===== config.mk =====
export PLATFORM = sky130hd
export DESIGN_NAME = module_uart_rx_ctrl
export DESIGN_NICKNAME = d
export VERILOG_FILES = /design/src/rtl/module_uart_rx_ctrl.sv
export SDC_FILE = /design/constraint.sdc
export NUM_CORES = 1
export LEC_CHECK = 0
export ABC_CLOCK_PERIOD_IN_PS = 2100
export CAP_MARGIN = 25
export CORE_MARGIN = 3
export CORE_UTILIZATION = 51
export DETAILED_ROUTE_END_ITERATION = 10
export MAX_ROUTING_LAYER = met4
export PLACE_DENSITY = 0.84
export SLEW_MARGIN = 20
export SYNTH_ARGS = -nofsm -noshare
export SYNTH_HDL_FRONTEND = slang
export SYNTH_SLANG_ARGS = --single-unit

===== constraint.sdc =====
create_clock -name clk_i -period 2.1 [get_ports clk_i]
set_clock_uncertainty 0.05 [all_clocks]
set_input_delay 0.42 -clock clk_i [delete_from_list [all_inputs] [get_ports clk_i]]
set_output_delay 0.42 -clock clk_i [all_outputs]
set_load 0.005 [all_outputs]

===== src/rtl/module_uart_rx_ctrl.sv =====
// UART 8N1 receiver/control stage feeding the UART data register file.
// Oversamples rxd_i through a 2-flop synchronizer, assembles LSB-first
// frames, writes each good byte (zero-extended) via a one-cycle wr_2_o
// strobe and keeps sticky new-data / overrun / frame-error status.
// Optional feature macro: UART_RX_PARITY_EN (adds an even-parity bit).
// Ports:
//   clk_i        system clock
//   rst_i        asynchronous active-high reset
//   rxd_i        asynchronous serial line, idle high
//   clr_new_i    one-cycle clear of all sticky status flags
//   rx_data_o    last good byte, zero-extended to DATA_W
//   wr_2_o       one-cycle register-file write strobe
//   rx_new_o     sticky: unread byte available
//   overrun_o    sticky: byte written while rx_new_o still set
//   frame_err_o  sticky: stop bit sampled low
//   parity_err_o sticky: parity mismatch (0 without UART_RX_PARITY_EN)
//   busy_o       receiver not idle
module module_uart_rx_ctrl #(
    parameter int CLKS_PER_BIT = 868,
    parameter int DATA_W       = 32
) (
    input  logic              clk_i,
    input  logic              rst_i,
    input  logic              rxd_i,
    input  logic              clr_new_i,
    output logic [DATA_W-1:0] rx_data_o,
    output logic              wr_2_o,
    output logic              rx_new_o,
    output logic              overrun_o,
    output logic              frame_err_o,
    output logic              parity_err_o,
    output logic              busy_o
);

    localparam int CW = $clog2(CLKS_PER_BIT);
    localparam logic [CW-1:0] HALF = CW'(CLKS_PER_BIT / 2 - 1);
    localparam logic [CW-1:0] FULL = CW'(CLKS_PER_BIT - 1);

    typedef enum logic [2:0] {
        S_IDLE,
        S_START,
        S_DATA,
`ifdef UART_RX_PARITY_EN
        S_PARITY,
`endif
        S_STOP,
        S_BREAK,
        S_WRITE
    } state_t;

    state_t            r_state;
    state_t            w_nx;
    logic              r_sync1;
    logic              r_sync2;
    logic [CW-1:0]     r_cnt;
    logic [2:0]        r_idx;
    logic [7:0]        r_shift;
    logic [DATA_W-1:0] r_data;
    logic              r_wr;
    logic              r_new;
    logic              r_ovr;
    logic              r_fe;
    logic              r_pe;
    logic              w_rx_s;
    logic              w_half;
    logic              w_full;
    logic              w_cnt_rst;
    logic              w_sample;
    logic              w_set_fe;
    logic              w_set_pe;
    logic              w_set_new;
    logic              w_set_ovr;
    logic              w_par_bad;

    assign w_rx_s = r_sync2;
    assign w_half = (r_cnt == HALF);
    assign w_full = (r_cnt == FULL);

    // Synchronizer presets to the idle level so reset never fakes a start bit.
    always_ff @(posedge clk_i or posedge rst_i) begin
        if (rst_i) begin
            r_sync1 <= 1'b1;
            r_sync2 <= 1'b1;
        end else begin
            r_sync1 <= rxd_i;
            r_sync2 <= r_sync1;
        end
    end

    always_ff @(posedge clk_i or posedge rst_i) begin
        if (rst_i) begin
            r_state <= S_IDLE;
        end else begin
            r_state <= w_nx;
        end
    end

    always_comb begin
        w_nx      = r_state;
        w_cnt_rst = 1'b0;
        w_sample  = 1'b0;
        w_set_fe  = 1'b0;
        w_set_pe  = 1'b0;
        unique case (r_state)
            S_IDLE: begin
                if (!w_rx_s) begin
                    w_nx      = S_START;
                    w_cnt_rst = 1'b1;
                end
            end
            S_START: begin
                // Line back high at mid start bit: treat as a glitch.
                if (w_half) begin
                    w_cnt_rst = 1'b1;
                    w_nx      = w_rx_s ? S_IDLE : S_DATA;
                end
            end
            S_DATA: begin
                if (w_full) begin
                    w_cnt_rst = 1'b1;
                    w_sample  = 1'b1;
                    if (r_idx == 3'd7) begin
`ifdef UART_RX_PARITY_EN
                        w_nx = S_PARITY;
`else
                        w_nx = S_STOP;
`endif
                    end
                end
            end
`ifdef UART_RX_PARITY_EN
            S_PARITY: begin
                if (w_full) begin
                    w_cnt_rst = 1'b1;
                    w_set_pe  = (w_rx_s != ^r_shift);
                    w_nx      = S_STOP;
                end
            end
`endif
            S_STOP: begin
                if (w_full) begin
                    w_cnt_rst = 1'b1;
                    if (!w_rx_s) begin
                        w_set_fe = 1'b1;
                        w_nx     = S_BREAK;
                    end else if (w_par_bad) begin
                        w_nx = S_IDLE;
                    end else begin
                        w_nx = S_WRITE;
                    end
                end
            end
            S_BREAK: begin
                if (w_rx_s) begin
                    w_nx = S_IDLE;
                end
            end
            S_WRITE: begin
                w_nx = S_IDLE;
            end
            default: begin
                w_nx = S_IDLE;
            end
        endcase
    end

    always_ff @(posedge clk_i or posedge rst_i) begin
        if (rst_i) begin
            r_cnt   <= '0;
            r_idx   <= '0;
            r_shift <= '0;
        end else begin
            r_cnt <= w_cnt_rst ? '0 : r_cnt + CW'(1);
            if (r_state == S_START) begin
                r_idx <= '0;
            end else if (w_sample) begin
                r_idx          <= r_idx + 3'd1;
                r_shift[r_idx] <= w_rx_s;
            end
        end
    end

`ifdef UART_RX_PARITY_EN
    logic r_par_bad;

    // Per-frame mismatch flag, kept until the stop bit decides the write.
    always_ff @(posedge clk_i or posedge rst_i) begin
        if (rst_i) begin
            r_par_bad <= 1'b0;
        end else if (r_state == S_START) begin
            r_par_bad <= 1'b0;
        end else if (w_set_pe) begin
            r_par_bad <= 1'b1;
        end
    end

    assign w_par_bad = r_par_bad;
`else
    assign w_par_bad = 1'b0;
`endif

    // Write data and strobe are loaded on entry to WRITE so both are
    // visible together during the WRITE cycle.
    assign w_set_new = (w_nx == S_WRITE);
    assign w_set_ovr = w_set_new & r_new & ~clr_new_i;

    always_ff @(posedge clk_i or posedge rst_i) begin
        if (rst_i) begin
            r_data <= '0;
            r_wr   <= 1'b0;
            r_new  <= 1'b0;
            r_ovr  <= 1'b0;
            r_fe   <= 1'b0;
            r_pe   <= 1'b0;
        end else begin
            r_wr <= w_set_new;
            if (w_set_new) begin
                r_data <= {{(DATA_W-8){1'b0}}, r_shift};
            end
            // A flag being set wins over a same-cycle clear.
            r_new <= w_set_new | (r_new & ~clr_new_i);
            r_ovr <= w_set_ovr | (r_ovr & ~clr_new_i);
            r_fe  <= w_set_fe  | (r_fe  & ~clr_new_i);
            r_pe  <= w_set_pe  | (r_pe  & ~clr_new_i);
        end
    end

    assign rx_data_o    = r_data;
    assign wr_2_o       = r_wr;
    assign rx_new_o     = r_new;
    assign overrun_o    = r_ovr;
    assign frame_err_o  = r_fe;
    assign parity_err_o = r_pe;
    assign busy_o       = (r_state != S_IDLE);

endmodule

==> results.yml <==
floorplanning:
  die_y_um: 69.61
  dieArea_mm2: 0.004845
  boundaryPins: 42
  dieWidth_um: 69.61
  num_rows: 22
  start_util_pct: 54.71
  design.core.area_mm2: 0.003771
synth:
  yosys.area.top_type_share_pct: 44.88
  synthMostInstantiatedCell: "dfrtp_1"
  ys_ff_latch: 39
  synth_cell_types: 47
  yosysSeqAreaShare_pct: 47.42
  synth_area_leaders: "dfrtp_1 45%, buf_4 9.1%, mux2_4 5.1%"
  synth_area_per_cell_um2: 11.40
  synth_edf_count: 0
  yosysWarnings: 0
  synthArstFlopShare_pct: 100.0
  yosys_most_used_dff: "dfrtp_1"
  yosys.area.top_type: "dfrtp_1"
  syn_inst: 181
  synthTopCellsByCount: "37 x dfrtp_1, 25 x buf_4, 12 x nor3_1, 9 x mux2_2, 9 x nand3_1"
  netlist_area_mm2: 0.002063
critical_path:
  r2r_start: "r_cnt[1]"
  r2r_end: "rx_data_o[6]"
  reg2reg_slack_ns: 0.05
  cp-end-kind: "register"
  setup.worst_path.start: "r_cnt[1]"
  crit_fanout: 9
  crit_arrival_ns: 2.19
  startpoint_type: "register"
  critPathKind: "reg -> reg"
  cp.required_ns: 2.24
  crit_path_cell_trace: "inv_1 > ha_1 > and4bb_2 > a41oi_2 > o32ai_2 > buf_12 > mux2_2"
  slowest_stage: "dfrtp_1"
  reg2reg_depth: 7
  setup.worst_path.end: "rx_data_o[6]"
  cp_slowest_stage_delay_ns: 0.41
clocking:
  cts_buffers: 5
  clk_latency_ns: 0.30
  cts-root-buf: "clkbuf_8"
  htree_levels: 2
  cts-hold-fix-buffers: 0
  cts_tree: "yes"
  cts_sinks: 39
  clk_pin_slew_ns: 0.08
  clockBufferDepth: 2
sta:
  tightest_slew_ns: 0.4811
  setup_tns_ns: 0
  hold_viol_final: 0
  final.setup.worst_slack_ns: 0.04919
  period_share_pct: 97.66
  setup_viol: 0
  relSlewSlack_pct: 67.47
  min_period_ns: 2.051
  rsz0062_at_grt: "true"
  slew_violations: 0
  fmax_mhz: 487.6
detailed_routing:
  wl_mm: 3.479
  ant_nets: 0
  wire_per_inst_um: 13.64
  vias: 1322
  dr.pass1.iters: 4
  drc: 0
  drt_iter0_drc: 101
  vias_per_cell: 5.184
power:
  ir_worst_vdd_v: 0.0004505
  p_per_area_mw_per_mm2: 607.0
  power_frac_seq_pct: 52.9
  p_comb_share_pct: 2.2
  power.leakage_nw: 1.129
  cellInternalPower_mw: 1.120
  p_sw_share_pct: 21.70
  clkPwrFrac_pct: 44.8
  total_power_mw: 1.431
  p_switching_mw: 0.3104
flow_run:
  cap_violations: 0
global_routing:
  grt_pass1_wl_mm: 6.168
  grt_start_max_net_pins: 40
  antenna_found_initial: 0
  grt-ovfl-total: 0
  grt_pass1_vias: 1292
  track_usage_pct: 16.57
worst_hold_path:
  hold_class: "reg -> reg"
final_layout:
  area_delta_synth_final_pct: 14.25
  nNetsFinal: 214
  drive_above_1_share_pct: 22.22
  diodes: 0
  final_cell_area_mm2: 0.002357
  fill_cells: 297
  final_cells: 255
place:
  gp_congestion: 0.8945
  placed_cells: 245
  dpl_cell_area_mm2: 0.002227
  portBuffers: 17
  post-dp-hpwl_mm: 2.498
  dp_slack_ns: 0.06039
run_status:
  status: "completed"
## flip-flops by register name, summed over array words and instances, names as in the netlist
name / flops
rx_new_o: 1
r_idx: 3
r_sync2: 1
overrun_o: 1
r_state: 3
r_cnt: 10
r_shift: 8
wr_2_o: 1
rx_data_o: 8
r_sync1: 1
frame_err_o: 1
parity_err_o: 1
## power groups by stage
stage | Sequential [mW] | Clock (mW) | Combinational [mW]
2_1_floorplan | 0.770 | 0 | 0.0552
3_3_place_gp | 0.773 | 0 | 0.0322
3_5_place_dp | 0.773 | 0 | 0.0326
4_1_cts | 0.758 | 0.660 | 0.0326
5_1_grt | 0.759 | 0.697 | 0.0380
6_report | 0.758 | 0.641 | 0.0320
## worst max-delay path: cells and delay by family (launching register included)
family                   cells  cell delay [ns]
adder cells (fa/ha/maj)      1             0.14
AND/OR/NAND/NOR              1             0.24
buffers and inverters        2             0.26
flip-flops                   1             0.41
multiplexers                 1             0.33
AO/OA/AOI/OAI                2             0.50
## metal layers
layer | vias to the layer above | global-route usage [%] | part of all wire, %
li1 | 635 | - | -
met1 | 639 | 21.13 | 46
met2 | 38 | 23.83 | 46
met3 | 10 | 5.362 | 5.5
met4 | 0 | 7.809 | 2.4
met5 | - | - | 0
## cell families after synthesis
kind of cell               count (synthesis)  synth area share [%]
and+or+nand+nor                           63                 19.65
AOI/OAI and AO/OA                          9                 3.700
DFF                                       39                 47.42
other                                      1                0.1818
adders and majority gates                  4                 2.426
buffers and inverters                     40                 12.73
xor gates and xnor gates                   8                 3.396
muxes                                     17                 10.49
## stage by stage
step	util, %	hold WS [ns]
floorplan	-	0.2952
global placement	59.06	0.2960
detailed placement	59.06	0.2975
CTS	62.11	0.3149
global route	62.51	0.3168
finish	62.51	0.3104
## cells in the final DEF (no fill, tap or decap), drive strengths merged, types with 6 or more instances in the layout
master,n
inv,7
dfrtp,37
clkdlybuf4s50,16
nand3,9
xor2,6
conb,24
mux2,16
nand2,8
buf,12
nor3,12
## worst min-delay path by stage
stage | start | end | slack [ns] | depth (start not counted)
floorplan | r_sync1 | r_sync2 | 0.30 | 0
global placement | r_sync1 | r_sync2 | 0.30 | 0
detailed placement | r_sync1 | r_sync2 | 0.30 | 0
CTS | r_sync1 | r_sync2 | 0.31 | 0
global route | r_sync1 | r_sync2 | 0.32 | 0
finish | r_sync1 | r_sync2 | 0.31 | 0
## layout make-up
type	instances	area, um2	share of cell area, %
Timing Repair Buffer	29	271.5	11.52
Inverter	6	22.52	0.9554
Clock inverter	3	47.55	2.017
Sequential cell	39	978.4	41.51
Multi-Input combinational cell	125	908.4	38.54
Tap cell	48	60.06	2.548
Clock buffer	5	68.82	2.919
## what timing repair did
item | 4_1_cts | 5_1_grt
resized for setup | 1 | 1
setup buffers | 0 | 2
setup endpoints to repair | 1 | 11
Power figures use the tool's default switching activity.
